File: src/rtl/piece_pkg.sv
// Tetromino shape/colour tables and shared types for the piece row streamer.
// Shape rows are nibbles with the MSB at piece-grid column 0.
package piece_pkg;

  typedef enum logic [2:0] {
    PIECE_I, PIECE_J, PIECE_L, PIECE_O, PIECE_S, PIECE_T, PIECE_Z, PIECE_NONE
  } piece_id_t;

  typedef enum logic [1:0] {ST_IDLE, ST_STREAM, ST_DONE} state_t;

  typedef struct packed {
    piece_id_t  id;
    logic [1:0] rot;
  } piece_key_t;

  // [id][rot][row]
  localparam logic [3:0] SHAPE_TAB [8][4][4] = '{
    '{'{4'hF,4'h0,4'h0,4'h0}, '{4'h2,4'h2,4'h2,4'h2}, '{4'hF,4'h0,4'h0,4'h0}, '{4'h2,4'h2,4'h2,4'h2}},
    '{'{4'h4,4'h7,4'h0,4'h0}, '{4'h2,4'h2,4'h6,4'h0}, '{4'h0,4'h7,4'h1,4'h0}, '{4'h3,4'h2,4'h2,4'h0}},
    '{'{4'h1,4'h7,4'h0,4'h0}, '{4'h6,4'h2,4'h2,4'h0}, '{4'h0,4'h7,4'h4,4'h0}, '{4'h2,4'h2,4'h3,4'h0}},
    '{'{4'h6,4'h6,4'h0,4'h0}, '{4'h6,4'h6,4'h0,4'h0}, '{4'h6,4'h6,4'h0,4'h0}, '{4'h6,4'h6,4'h0,4'h0}},
    '{'{4'h3,4'h6,4'h0,4'h0}, '{4'h4,4'h6,4'h2,4'h0}, '{4'h3,4'h6,4'h0,4'h0}, '{4'h4,4'h6,4'h2,4'h0}},
    '{'{4'h2,4'h7,4'h0,4'h0}, '{4'h2,4'h6,4'h2,4'h0}, '{4'h0,4'h7,4'h2,4'h0}, '{4'h2,4'h3,4'h2,4'h0}},
    '{'{4'h6,4'h3,4'h0,4'h0}, '{4'h1,4'h3,4'h2,4'h0}, '{4'h6,4'h3,4'h0,4'h0}, '{4'h1,4'h3,4'h2,4'h0}},
    '{'{4'h0,4'h0,4'h0,4'h0}, '{4'h0,4'h0,4'h0,4'h0}, '{4'h0,4'h0,4'h0,4'h0}, '{4'h0,4'h0,4'h0,4'h0}}
  };

  localparam logic [2:0] COLOUR_TAB [8] = '{3'd3, 3'd1, 3'd7, 3'd6, 3'd2, 3'd5, 3'd4, 3'd0};

  // Bit k set when grid row k of the shape has any occupied cell.
  function automatic logic [3:0] row_mask(piece_id_t id, logic [1:0] rot);
    row_mask = 4'h0;
    for (int k = 0; k < 4; k++) row_mask[k] = |SHAPE_TAB[id][rot][k];
  endfunction

endpackage

File: src/rtl/piece_row_streamer_if.sv
// Request and row-stream bundle between game controller, streamer and board logic.
// master = controller/board side, slave = streamer.
interface piece_row_streamer_if #(
  parameter int BOARD_W = 10,
  parameter int XW      = 5,
  parameter int YW      = 6
);
  logic                  req_valid;
  logic                  req_ready;
  logic [2:0]            req_id;
  logic [1:0]            req_rot;
  logic signed [XW-1:0]  req_x;
  logic signed [YW-1:0]  req_y;
  logic                  out_valid;
  logic                  out_ready;
  logic [BOARD_W-1:0]    out_row;
  logic signed [YW-1:0]  out_y;
  logic [2:0]            out_rgb;
  logic                  out_last;
  logic                  done;
  logic                  oob_left;
  logic                  oob_right;
  logic                  oob_bottom;

  modport master (
    output req_valid, req_id, req_rot, req_x, req_y, out_ready,
    input  req_ready, out_valid, out_row, out_y, out_rgb, out_last,
           done, oob_left, oob_right, oob_bottom
  );

  modport slave (
    input  req_valid, req_id, req_rot, req_x, req_y, out_ready,
    output req_ready, out_valid, out_row, out_y, out_rgb, out_last,
           done, oob_left, oob_right, oob_bottom
  );
endinterface

File: src/rtl/piece_shape_lookup.sv
// Combinational (id, rot, row) -> shape nibble and colour.
// Latency: 0 cycles. Backpressure: none (pure lookup).
module piece_shape_lookup
  import piece_pkg::*;
(
  input  piece_id_t  id,
  input  logic [1:0] rot,
  input  logic [1:0] row,
  output logic [3:0] bits,
  output logic [2:0] rgb
);
  assign bits = SHAPE_TAB[id][rot][row];
  assign rgb  = COLOUR_TAB[id];
endmodule

File: src/rtl/piece_row_streamer.sv
// Streams a piece's rows as board-aligned bitmaps, then pulses done with oob flags.
// Latency: first row 1 cycle after accept; outputs held while out_valid && !out_ready.
// PIECE_STREAM_SKIP_EMPTY_EN: skip all-zero grid rows (empty piece goes straight to done).
module piece_row_streamer
  import piece_pkg::*;
#(
  parameter int BOARD_W = 10,
  parameter int BOARD_H = 20,
  parameter int XW      = 5,
  parameter int YW      = 6
) (
  input  logic               clk,
  input  logic               reset,
  piece_row_streamer_if.slave bus
);
  localparam int W = ((XW > YW) ? XW : YW) + 1;

  state_t               state;
  piece_key_t           lat_key, sel_key;
  logic signed [XW-1:0] lat_x, sel_x;
  logic signed [YW-1:0] lat_y, sel_y;
  logic [1:0]           idx, nidx, first_idx, last_idx, next_idx;
  logic [3:0]           mask, grid_bits;
  logic [2:0]           grid_rgb;
  logic                 accept, hs, load;
  logic [BOARD_W-1:0]   row_bits;
  logic                 row_l, row_r, row_b;
  logic                 cur_l, cur_r, cur_b;
  logic signed [W-1:0]  brow;

  assign accept = (state == ST_IDLE) && bus.req_valid;
  assign hs     = (state == ST_STREAM) && bus.out_valid && bus.out_ready;
  assign load   = (accept && (mask != 4'h0)) || (hs && !bus.out_last);

  // On the accept cycle look at the incoming request so the first row can be registered.
  always_comb begin
    sel_key = lat_key;
    sel_x   = lat_x;
    sel_y   = lat_y;
    if (accept) begin
      sel_key = '{id: piece_id_t'(bus.req_id), rot: bus.req_rot};
      sel_x   = bus.req_x;
      sel_y   = bus.req_y;
    end
  end

`ifdef PIECE_STREAM_SKIP_EMPTY_EN
  assign mask = row_mask(sel_key.id, sel_key.rot);
`else
  assign mask = 4'hF;
`endif

  always_comb begin
    first_idx = 2'd0;
    last_idx  = 2'd0;
    next_idx  = idx;
    for (int k = 3; k >= 0; k--) if (mask[k]) first_idx = 2'(k);
    for (int k = 0; k < 4; k++) if (mask[k]) last_idx = 2'(k);
    for (int k = 3; k >= 0; k--) if (mask[k] && (2'(k) > idx)) next_idx = 2'(k);
    nidx = accept ? first_idx : next_idx;
  end

  piece_shape_lookup u_lookup (
    .id  (sel_key.id),
    .rot (sel_key.rot),
    .row (nidx),
    .bits(grid_bits),
    .rgb (grid_rgb)
  );

  // Off-board columns are dropped and flagged; rows below the board are still emitted.
  always_comb begin
    logic signed [W-1:0] col;
    row_bits = '0;
    row_l    = 1'b0;
    row_r    = 1'b0;
    row_b    = 1'b0;
    col      = '0;
    brow     = W'(sel_y) + W'(nidx);
    for (int j = 0; j < 4; j++) begin
      if (grid_bits[3-j]) begin
        col = W'(sel_x) + W'(j);
        if (brow >= BOARD_H) row_b = 1'b1;
        if (col < 0) row_l = 1'b1;
        else if (col >= BOARD_W) row_r = 1'b1;
        else for (int c = 0; c < BOARD_W; c++) if (col == c) row_bits[c] = 1'b1;
      end
    end
  end

  always_ff @(posedge clk) begin
    if (reset) begin
      state          <= ST_IDLE;
      lat_key        <= '0;
      lat_x          <= '0;
      lat_y          <= '0;
      idx            <= '0;
      cur_l          <= 1'b0;
      cur_r          <= 1'b0;
      cur_b          <= 1'b0;
      bus.req_ready  <= 1'b1;
      bus.out_valid  <= 1'b0;
      bus.out_row    <= '0;
      bus.out_y      <= '0;
      bus.out_rgb    <= '0;
      bus.out_last   <= 1'b0;
      bus.done       <= 1'b0;
      bus.oob_left   <= 1'b0;
      bus.oob_right  <= 1'b0;
      bus.oob_bottom <= 1'b0;
    end else begin
      bus.done <= 1'b0;
      case (state)
        ST_IDLE: begin
          if (accept) begin
            lat_key        <= sel_key;
            lat_x          <= sel_x;
            lat_y          <= sel_y;
            bus.req_ready  <= 1'b0;
            bus.oob_left   <= 1'b0;
            bus.oob_right  <= 1'b0;
            bus.oob_bottom <= 1'b0;
            if (mask == 4'h0) begin
              state    <= ST_DONE;
              bus.done <= 1'b1;
            end else begin
              state <= ST_STREAM;
            end
          end
        end
        ST_STREAM: begin
          if (hs) begin
            bus.oob_left   <= bus.oob_left   | cur_l;
            bus.oob_right  <= bus.oob_right  | cur_r;
            bus.oob_bottom <= bus.oob_bottom | cur_b;
            if (bus.out_last) begin
              state         <= ST_DONE;
              bus.done      <= 1'b1;
              bus.out_valid <= 1'b0;
              bus.out_last  <= 1'b0;
            end
          end
        end
        ST_DONE: begin
          state         <= ST_IDLE;
          bus.req_ready <= 1'b1;
        end
        default: state <= ST_IDLE;
      endcase
      if (load) begin
        idx           <= nidx;
        bus.out_valid <= 1'b1;
        bus.out_row   <= row_bits;
        bus.out_y     <= YW'(brow);
        bus.out_rgb   <= grid_rgb;
        bus.out_last  <= (nidx == last_idx);
        cur_l         <= row_l;
        cur_r         <= row_r;
        cur_b         <= row_b;
      end
    end
  end
endmodule
File: src/flat_wrapper.sv
// flat-port wrapper written by rule: the top's interface ports become plain ports
module piece_row_streamer_flat import piece_pkg::*;
#(
  parameter int BOARD_W = 10,
  parameter int BOARD_H = 20,
  parameter int XW      = 5,
  parameter int YW      = 6
)
  (clk, reset, bus_req_valid, bus_req_id, bus_req_rot, bus_req_x, bus_req_y, bus_out_ready, bus_req_ready, bus_out_valid, bus_out_row, bus_out_y, bus_out_rgb, bus_out_last, bus_done, bus_oob_left, bus_oob_right, bus_oob_bottom);
  piece_row_streamer_if #(.BOARD_W(BOARD_W), .XW(XW), .YW(YW)) bus_i ();
  input  logic clk;
  input  logic reset;
  input wire logic [$bits(bus_i.req_valid)-1:0] bus_req_valid;
  input wire logic [$bits(bus_i.req_id)-1:0] bus_req_id;
  input wire logic [$bits(bus_i.req_rot)-1:0] bus_req_rot;
  input wire logic [$bits(bus_i.req_x)-1:0] bus_req_x;
  input wire logic [$bits(bus_i.req_y)-1:0] bus_req_y;
  input wire logic [$bits(bus_i.out_ready)-1:0] bus_out_ready;
  output wire logic [$bits(bus_i.req_ready)-1:0] bus_req_ready;
  output wire logic [$bits(bus_i.out_valid)-1:0] bus_out_valid;
  output wire logic [$bits(bus_i.out_row)-1:0] bus_out_row;
  output wire logic [$bits(bus_i.out_y)-1:0] bus_out_y;
  output wire logic [$bits(bus_i.out_rgb)-1:0] bus_out_rgb;
  output wire logic [$bits(bus_i.out_last)-1:0] bus_out_last;
  output wire logic [$bits(bus_i.done)-1:0] bus_done;
  output wire logic [$bits(bus_i.oob_left)-1:0] bus_oob_left;
  output wire logic [$bits(bus_i.oob_right)-1:0] bus_oob_right;
  output wire logic [$bits(bus_i.oob_bottom)-1:0] bus_oob_bottom;
  assign bus_i.req_valid = bus_req_valid;
  assign bus_i.req_id = bus_req_id;
  assign bus_i.req_rot = bus_req_rot;
  assign bus_i.req_x = bus_req_x;
  assign bus_i.req_y = bus_req_y;
  assign bus_i.out_ready = bus_out_ready;
  assign bus_req_ready = bus_i.req_ready;
  assign bus_out_valid = bus_i.out_valid;
  assign bus_out_row = bus_i.out_row;
  assign bus_out_y = bus_i.out_y;
  assign bus_out_rgb = bus_i.out_rgb;
  assign bus_out_last = bus_i.out_last;
  assign bus_done = bus_i.done;
  assign bus_oob_left = bus_i.oob_left;
  assign bus_oob_right = bus_i.oob_right;
  assign bus_oob_bottom = bus_i.oob_bottom;
  piece_row_streamer #(.BOARD_W(BOARD_W), .BOARD_H(BOARD_H), .XW(XW), .YW(YW)) u_core (.clk(clk), .reset(reset), .bus(bus_i));
endmodule
File: config.mk
export PLATFORM = sky130hd
export DESIGN_NAME = piece_row_streamer_flat
export DESIGN_NICKNAME = d
export VERILOG_FILES = /design/src/rtl/piece_pkg.sv /design/src/rtl/piece_row_streamer_if.sv /design/src/rtl/piece_shape_lookup.sv /design/src/rtl/piece_row_streamer.sv /design/src/flat_wrapper.sv
export SDC_FILE = /design/constraint.sdc
export NUM_CORES = 1
export LEC_CHECK = 0
export BUFFER_PORTS_ARGS = -buffer_cell sky130_fd_sc_hd__buf_2
export CORE_ASPECT_RATIO = 0.8
export CORE_MARGIN = 5
export CORE_UTILIZATION = 35
export DETAILED_ROUTE_END_ITERATION = 8
export HOLD_SLACK_MARGIN = 0.03
export PLACE_DENSITY_LB_ADDON = 0.1
export SLEW_MARGIN = 20
export SYNTH_ARGS = -nofsm -noshare
export SYNTH_HDL_FRONTEND = slang
export SYNTH_SLANG_ARGS = --single-unit
File: constraint.sdc
create_clock -name clk -period 4.73 [get_ports clk]
set_input_delay 0.2365 -clock clk [delete_from_list [all_inputs] [get_ports clk]]
set_output_delay 0.2365 -clock clk [all_outputs]
set_load 0.02 [all_outputs]
# Yosys cells after proc, flatten, opt, wreduce, memory -nomap -nowiden
# Memory sizes are Yosys's and may differ from the RTL's. A register that Yosys moved wholly into a read port is not among the register bits.
# Cells that the tools add are included.
# W data, S select, Z words.
dict set report word_totals {
  reg_bits 46
  latchBits 0
  ram_bits 0
  rom_bits 536
  input_bits 20
  elab_cells 229
  memories 2
}
dict set report classes {
  add_sub_neg 4
  n_mul 0
  n_div 0
  magnitude_cmp 16
  n_eq_ne 42
  shift 0
  muxes 116
  bitwise_logic 8
  reduce_logical 23
}
# memory words word_bits read_ports rd_clocked_by_memory_dff write_ports line
set memory_table {}
lappend memory_table {{(no name shown)} 8 64 1 0 0 piece_shape_lookup.sv:12} ;# assign bits = SHAPE_TAB[id][rot][row];
lappend memory_table {{(no name shown)} 8 3 1 1 0 piece_shape_lookup.sv:13} ;# assign rgb = COLOUR_TAB[id];
# op n
set ops {}
lappend ops {{$logic_not A32 Y1} 4}
lappend ops {{$mux W64} 2}
lappend ops {{$mux W10} 12}
lappend ops {{$mux W1} 80}
lappend ops {{$eq A6 B4 Y1 const B} 12}
lappend ops {{$eq A6 B3 Y1 const B} 6}
lappend ops {{$eq A6 B5 Y1 const B} 6}
lappend ops {{$bmux W16 S2} 1}
lappend ops {{$mux W16} 2}
lappend ops {{$eq A5 B4 Y1 const B} 4}
lappend ops {{$eq A6 B2 Y1 const B} 3}
lappend ops {{$ge A6 B5 Y1 const B} 3}
lappend ops {{$lt A6 B1 Y1 const B} 3}
lappend ops {{$mux W2} 8}
lappend ops {{$add A5 B3 Y6 const B} 2}
lappend ops {{$eq A5 B3 Y1 const B} 2}
lappend ops {{$eq A5 B5 Y1 const B} 2}
lappend ops {{$mux W5} 2}
lappend ops {{$reduce_bool A2 Y1} 5}
lappend ops {{$reduce_and A3 Y1} 3}
lappend ops {{$bmux W4 S2} 1}
lappend ops {{$mux W4} 2}
lappend ops {{$pmux W1 S2} 4}
lappend ops {{$add A6 B3 Y7} 1}
lappend ops {{other kinds (24)} 39}

# Longest topological paths before layout
# Gate-level depths: netlist of run 1.
dict set report logic_depth {
  ltp_word 26
  mapped_depth 14
  mapped_depth_nobuf 11
}

# Cells and area by module
# A second synthesis of run 1 with hierarchy kept.
dict set report unflattened {
  cells_unflattened 471
  hier_area_um2 3637.2
}
# module n_inst cells_per_inst area_each_um2 seq_area_each_um2
set modules_own_cells {}
lappend modules_own_cells {piece_row_streamer 1 395 3099.2 980.9}
lappend modules_own_cells {piece_shape_lookup 1 76 538.0 0.0}

# Least setup slack after synthesis of run 1
# OpenSTA, ideal clock, no wires.
dict set report synth_timing {
  path_kind {register to register}
  from {register u_core.state[1]}
  to {register u_core.bus.out_row[4]}
  setup_time_ns 0.088
  arrival_ns 3.747
  required_time_ns 4.642
  setup_slack_ns 0.894
  stages_incl_launch_ff 15
  n_path_buf 3
  period_less_slack_ns 3.836
  cell_sequence {dfxtp_1 > nor3b_2 > buf_2 > buf_6 > buf_6 > mux2i_1 > inv_1 > ha_1 > inv_1 > a211oi_1 > or2_1 > a311o_1 > a21o_1 > or4_4 > a311oi_2}
}
# item line
set synth_lines {}
lappend synth_lines {{start: declaration} piece_row_streamer.sv:18} ;# state_t state;
lappend synth_lines {{start signal: assignment} piece_row_streamer.sv:93} ;# state <= ST_IDLE;
lappend synth_lines {{start signal: assignment} piece_row_streamer.sv:124} ;# state <= ST_DONE;
lappend synth_lines {{start signal: assignment} piece_row_streamer.sv:127} ;# state <= ST_STREAM;
lappend synth_lines {{end signal: assignment} piece_row_streamer.sv:153} ;# bus.out_row <= row_bits;
lappend synth_lines {{end: declaration} piece_row_streamer_if.sv:33} ;# output req_ready, out_valid, out_row, out_y, out_rgb, out_last,

==> results of run 1 <==
[cell type report]
type	count	area share (%)
tap	140	4.182
sequential	49	23.42
timing repair buffer	55	7.168
clock buffer	5	2.987
multi-input combinational	370	60.84
clock inverter	3	0.6870
inverter	8	0.7168
[placed cells by master (no fill, tap or decap), types with 12 or more instances in the layout]
master / count
dfxtp_1: 49
a21oi_1: 26
mux2i_1: 24
o21ai_0: 18
ha_1: 20
buf_2: 45
nand2_1: 55
nor2_1: 51
a211oi_1: 12
nand3_1: 12
[worst min-delay path, cell delays in order]
cell	delay (ns)
buf_2	0.10
nand2_1	0.06
a21oi_1	0.06
[power by group through the flow]
stage	combinational, W	clock, W	sequential [W]
floorplan	0.000261	0	0.000479
global placement	0.000385	0	0.000469
detailed placement	0.000380	0	0.000469
CTS	0.000382	0.000399	0.000460
global route	0.000422	0.000417	0.000464
finish	0.000386	0.000386	0.000460
[sequential cells by signal, summed over array words and instances (netlist names), 2 cells and up]
register / count
u_core.bus.out_y: 6
u_core.idx: 2
u_core.bus.out_row: 10
u_core.lat_x: 5
u_core.lat_y: 6
u_core.state: 2
u_core.bus.out_rgb: 3
u_core.lat_key: 5
[through the flow]
step / hold slack, ns / cells / setup slack, ns / util, %
after detailed placement: 0.4437 / 622 / 0.6594 / 39.25
after floorplan: 0.3948 / 458 / 0.8944 / -
final: 0.1958 / 630 / 0.6600 / 40.74
after global placement: 0.4397 / 622 / 0.8016 / 39.25
after CTS: 0.1957 / 630 / 0.6467 / 40.74
after global routing: 0.2129 / 630 / 0.2374 / 40.74
[cells by family after synthesis]
group / share of synthesized area, %
AOI/OAI and AO/OA: 24.73
buffers and inverters: 4.838
and+or+nand+nor: 25.85
xor gates and xnor gates: 2.131
adders and majority gates: 7.307
DFF: 26.52
muxes: 8.626
[final timing paths]
check	start	to	slack [ns]	depth (start not counted)
hold reg to reg	u_core.bus.out_y[0]	u_core.bus.out_y[0]	0.45	2
setup / recovery	u_core.state[1]	u_core.bus.out_row[6]	0.66	11
hold / removal	bus_req_y[0]	u_core.lat_y[0]	0.20	3
setup reg to reg	u_core.state[1]	u_core.bus.out_row[6]	0.66	11
[routing by layer]
layer	wire length (µm)	track usage (%)
met5	0	0
met4	88	3.250
met2	4505	24.54
met3	876	4.127
met1	5830	26.77
==> flow_metrics.py, run 1 <==
metrics = {
    "grt": {
        "gr-total-overflow": 0,
        "grt_max_degree": 47,
        "grt_pass1_wl_um": 18060,
        "gr-usage-all-layers_pct": 17.36,
        "grt_pass1_vias": 3323,
        "antenna_found_initial": 0,
    },
    "synthesis": {
        "async_flop_share_pct": 0,
        "yosysMostFrequentCell": "nand2_1",
        "synth.net_count": 499,
        "yosys-top-cells-count": "nand2_1, nor2_1, dfxtp_1",
        "synth.avg_cell_area_um2": 8.075,
        "netlist.top_cell.by_area": "dfxtp_1",
        "syn_area_um2": 3699,
        "yosysSeqAreaShare_pct": 26.52,
        "netlist_instances": 458,
        "synth-seq-cells": 49,
        "synth.area.top_cells": "dfxtp_1, ha_1, mux2i_1",
        "ys_types": 75,
        "yosys_most_used_dff": "dfxtp_1",
        "synth-edff-count": 0,
        "ys_warn_count": 0,
        "synth_top_area_share_pct": 26.52,
    },
    "clocking": {
        "cts.sinks": 49,
        "htree_levels": 2,
        "clock_path_buffers": 2,
        "cts_resized": 0,
        "clock_latency_ns": 0.30,
        "hold_buffers": 0,
        "postCtsSetupBuffers": 0,
        "clockRootBuffer": "clkbuf_16",
        "cts_buffers": 5,
        "path_clk_slew_ns": 0.08,
        "cts_tree": "built",
    },
    "pwr": {
        "p_per_area_nw_per_um2": 294.2,
        "internal_power_w": 0.0007829,
        "seqPwrFrac_pct": 37.3,
        "vdd.ir_drop.worst_mv": 0.1390,
        "power_frac_comb_pct": 31.4,
        "p_clk_share_pct": 31.3,
        "swShare_pct": 36.48,
        "p_leak_nw": 1.692,
        "power.total_w": 0.001233,
        "p_switching_w": 0.0004497,
    },
    "final_layout": {
        "areaGrowthSynthToFinish_pct": 13.26,
        "fillers": 1075,
        "postLayoutCellArea_um2": 4189,
        "diodes": 0,
        "nets": 530,
        "multiInputGateArea_um2": 2549,
        "drive_above_1_share_pct": 18.16,
        "regArea_um2": 980.9,
    },
    "timing": {
        "setup_viol": 0,
        "fin_skew_ns": 0.005771,
        "slew_viol_final": 0,
        "fmax_mhz": 245.7,
        "setup_tns_ns": 0,
        "hold_violations": 0,
        "tightestPinTransition_ns": 0.9264,
        "max-slew-margin-rel_pct": 38.08,
        "timing.final.crit_share_pct": 86.05,
        "rsz0062_at_grt": "false",
        "period_minus_slack_ns": 4.070,
    },
    "floorplanning": {
        "io_pins": 46,
        "start_util_pct": 35.97,
        "core_um2": 10280,
        "die_y_um": 101.9,
        "die_w_um": 124.9,
        "dieArea_um2": 12740,
        "fp-row-count": 33,
    },
    "critical_path": {
        "arrival_ns": 4.27,
        "path_max_fanout": 15,
        "critPathBufInv": 2,
        "worst_path_most_repeated_cell": "inv_1",
        "worst_setup_path_start_kind": "flop",
        "crit_type": "reg -> reg",
        "crit_path_top_delay_cell": "nor3b_4",
        "required_ns": 4.93,
        "cp-end-kind": "flop",
        "slowest_delay_ns": 0.71,
        "cp_top_family": "compound AO/OA/AOI/OAI gates",
        "path_cells": "nor3b_4 -> mux2i_1 -> inv_1 -> ha_1 -> inv_1 -> a211oi_1 -> or2_1 -> a311o_1 -> a211oi_2 -> nand3_1 -> a311oi_1",
    },
    "routing": {
        "drtIter0Drc": 297,
        "wirelength_um": 11300,
        "route.detailed.drc": 0,
        "detail-route-antenna-nets": 0,
        "routedWlPerCell_um": 17.94,
        "dr.pass1.iters": 5,
        "vias": 3588,
        "vias_per_cell": 5.695,
    },
    "outcome": {
        "status": "finished clean",
    },
    "place": {
        "hpwl_um": 8168,
        "placed_cell_area_um2": 4035,
        "io_buffers": 45,
        "place_congestion": 0.9425,
    },
    "flow_run": {
        "drv_cap": 0,
    },
    "min_path": {
        "hp-class": "in -> reg",
    },
}
Note: power is estimated with default switching activity, not from simulation.
==> inputs of run 2 (changes only) <==
--- a/config.mk
+++ b/config.mk
@@ -6,8 +6,6 @@
 export NUM_CORES = 1
 export LEC_CHECK = 0
 export BUFFER_PORTS_ARGS = -buffer_cell sky130_fd_sc_hd__buf_2
-export CORE_ASPECT_RATIO = 0.8
-export CORE_MARGIN = 5
 export CORE_UTILIZATION = 35
 export DETAILED_ROUTE_END_ITERATION = 8
 export HOLD_SLACK_MARGIN = 0.03
==> run 2 against run 1 <==
Against the previous run:
- non-clock buffer count decreased by 2
- largest cell class unchanged
- clock-buffer cell count did not move
- power shrank 11%
- via count shrank 0.22%
- fmax rose by 6.1%
- die area fell by 14%
- final cell count is 0.95% lower
- sequential share of layout area increased by 0.48 points
- critical path type unchanged
- register-to-register slack improved by 0.24 ns
- largest power group unchanged
- critical path depth rose by 1
==> flow_metrics.py, run 2 (same netlist as run 1, synthesis figures left out) <==
metrics = {
    "final_layout": {
        "largest_reg_flops": 10,
        "final_common_cell": "nand2_1",
        "regMostFlops": "u_core.bus.out_row",
        "largestRegisters": "u_core.bus.out_row (10), u_core.bus.out_y (6), u_core.lat_y (6)",
        "areaGrowthSynthToFinish_pct": 10.99,
        "instances_no_fill": 624,
        "diodes": 0,
        "drive_above_1_share_pct": 17.83,
        "final_cell_mix": "nand2_1, nor2_1, dfxtp_1, buf_2, a21oi_1",
        "final_core_util_pct": 39.94,
        "nets": 528,
    },
    "min_path": {
        "hold_path_startpoint": "bus_req_y[0]",
        "hp-class": "in -> reg",
        "whs_path_depth": 3,
    },
    "timing": {
        "setup_tns_ns": 0,
        "period_minus_slack_ns": 3.835,
        "fmax_mhz": 260.8,
        "setup_viol": 0,
        "fin_skew_ns": 0.007870,
        "hold_violations": 0,
        "max-slew-margin-rel_pct": 41.16,
        "rsz0062_at_grt": "false",
        "slew_viol_final": 0,
        "timing.final.crit_share_pct": 81.07,
        "setup_slack_ns": 0.8952,
        "tightestPinTransition_ns": 0.8793,
    },
    "clocking": {
        "htree_levels": 2,
        "path_clk_slew_ns": 0.10,
        "postCtsSetupBuffers": 0,
        "cts_tree": "built",
        "clockRootBuffer": "clkbuf_8",
        "cts_buffers": 5,
        "cts.sinks": 49,
        "cts_resized": 0,
        "clock_path_buffers": 2,
        "clock_latency_ns": 0.31,
        "hold_buffers": 0,
    },
    "critical_path": {
        "worst_setup_path_start_kind": "flop",
        "r2r_start": "u_core.state[1]",
        "crit_type": "reg -> reg",
        "cp-startpoint": "u_core.state[1]",
        "required_ns": 4.94,
        "path_max_fanout": 13,
        "arrival_ns": 4.05,
        "cp-end-kind": "flop",
        "ff2ff_path_depth": 12,
    },
    "pwr": {
        "internal_power_w": 0.0006846,
        "swShare_pct": 37.67,
        "p_per_area_nw_per_um2": 267.5,
        "seqPwrFrac_pct": 41.8,
        "power_frac_comb_pct": 34.4,
        "power.total_w": 0.001098,
        "p_switching_w": 0.0004137,
        "p_leak_nw": 1.650,
        "p_clk_share_pct": 23.8,
        "vdd.ir_drop.worst_mv": 0.1205,
    },
    "grt": {
        "grt_pass1_vias": 3339,
        "gr-usage-all-layers_pct": 20.01,
        "antenna_found_initial": 0,
        "grt_pass1_wl_um": 17620,
        "gr-total-overflow": 0,
        "grt_max_degree": 47,
    },
    "floorplanning": {
        "die_y_um": 104.8,
        "io_pins": 46,
        "fp-row-count": 37,
        "die_w_um": 104.8,
        "dieArea_um2": 10980,
        "start_util_pct": 35.99,
        "core_um2": 10280,
    },
    "place": {
        "place_congestion": 0.9065,
        "post-place-ws_ns": 0.8934,
        "post-place-cells": 616,
        "io_buffers": 45,
        "hpwl_um": 7910,
    },
    "outcome": {
        "status": "finished clean",
    },
    "routing": {
        "route.detailed.drc": 0,
        "routedWlPerCell_um": 16.93,
        "vias_per_cell": 5.737,
        "drtIter0Drc": 208,
        "dr.pass1.iters": 5,
        "vias": 3580,
        "wirelength_um": 10560,
        "detail-route-antenna-nets": 0,
    },
    "flow_run": {
        "drv_cap": 0,
    },
}
## run 2: changes by cell type in the layout (fill, tap and decap cells not counted), sizes merged
cell / before / now
clkinvlp: 0 / 1
buf: 55 / 53
inv: 10 / 9
## run 2: cell type report
cell class	instances	area [µm²]
Fill cell	1083	6172
Multi-Input combinational cell	370	2549
Sequential cell	49	980.9
Timing Repair Buffer	53	285.3
Tap cell	136	170.2
Clock buffer	5	68.82
Inverter	8	30.03
Clock inverter	3	21.27
## run 2: path summary, 6_finish.rpt
| check | endpoint | slack, ns |
|---|---|---|
| setup reg to reg | u_core.bus.out_row[5] | 0.90 |
| hold / removal | u_core.lat_y[0] | 0.18 |
| hold reg to reg | u_core.bus.out_y[3] | 0.45 |
| setup / recovery | u_core.bus.out_row[5] | 0.90 |
## run 2: metal layers
metal / part of all wire [%] / routed length [µm] / GRT usage, % / vias to the layer above
met1: 47 / 4997 / 26.55 / 1740
met3: 4.0 / 422 / 2.558 / 14
met5: 0 / 0 / 0 / -
li1: - / - / - / 1742
met2: 47 / 4978 / 33.82 / 84
met4: 1.6 / 164 / 5.835 / 0
## run 2: per-stage QoR
stage	hold WS (ns)	cell area (µm²)
CTS	0.1626	4105
floorplan	0.3948	3699
finish	0.1793	4105
detailed placement	0.4428	4015
global placement	0.4378	4015
global route	0.1800	4105
## run 2: power by group through the flow
stage	combinational (W)	clock (W)	sequential [W]
final	0.000378	0.000261	0.000459
after global routing	0.000416	0.000293	0.000464
after CTS	0.000377	0.000276	0.000459
after detailed placement	0.000375	0	0.000469
after global placement	0.000380	0	0.000468
after floorplan	0.000261	0	0.000479
## run 2: worst max-delay path, cell delays in order, from the launching register on
cell and delay, ns:
dfxtp_1 0.39, nor3b_4 0.42, buf_4 0.23, mux2i_1 0.48, inv_2 0.14, ha_1 0.41, nand3_1 0.21, mux2i_1 0.20
mux2i_1 0.12, or2_1 0.25, a211oi_2 0.45, nand3b_1 0.15, a311oi_1 0.27
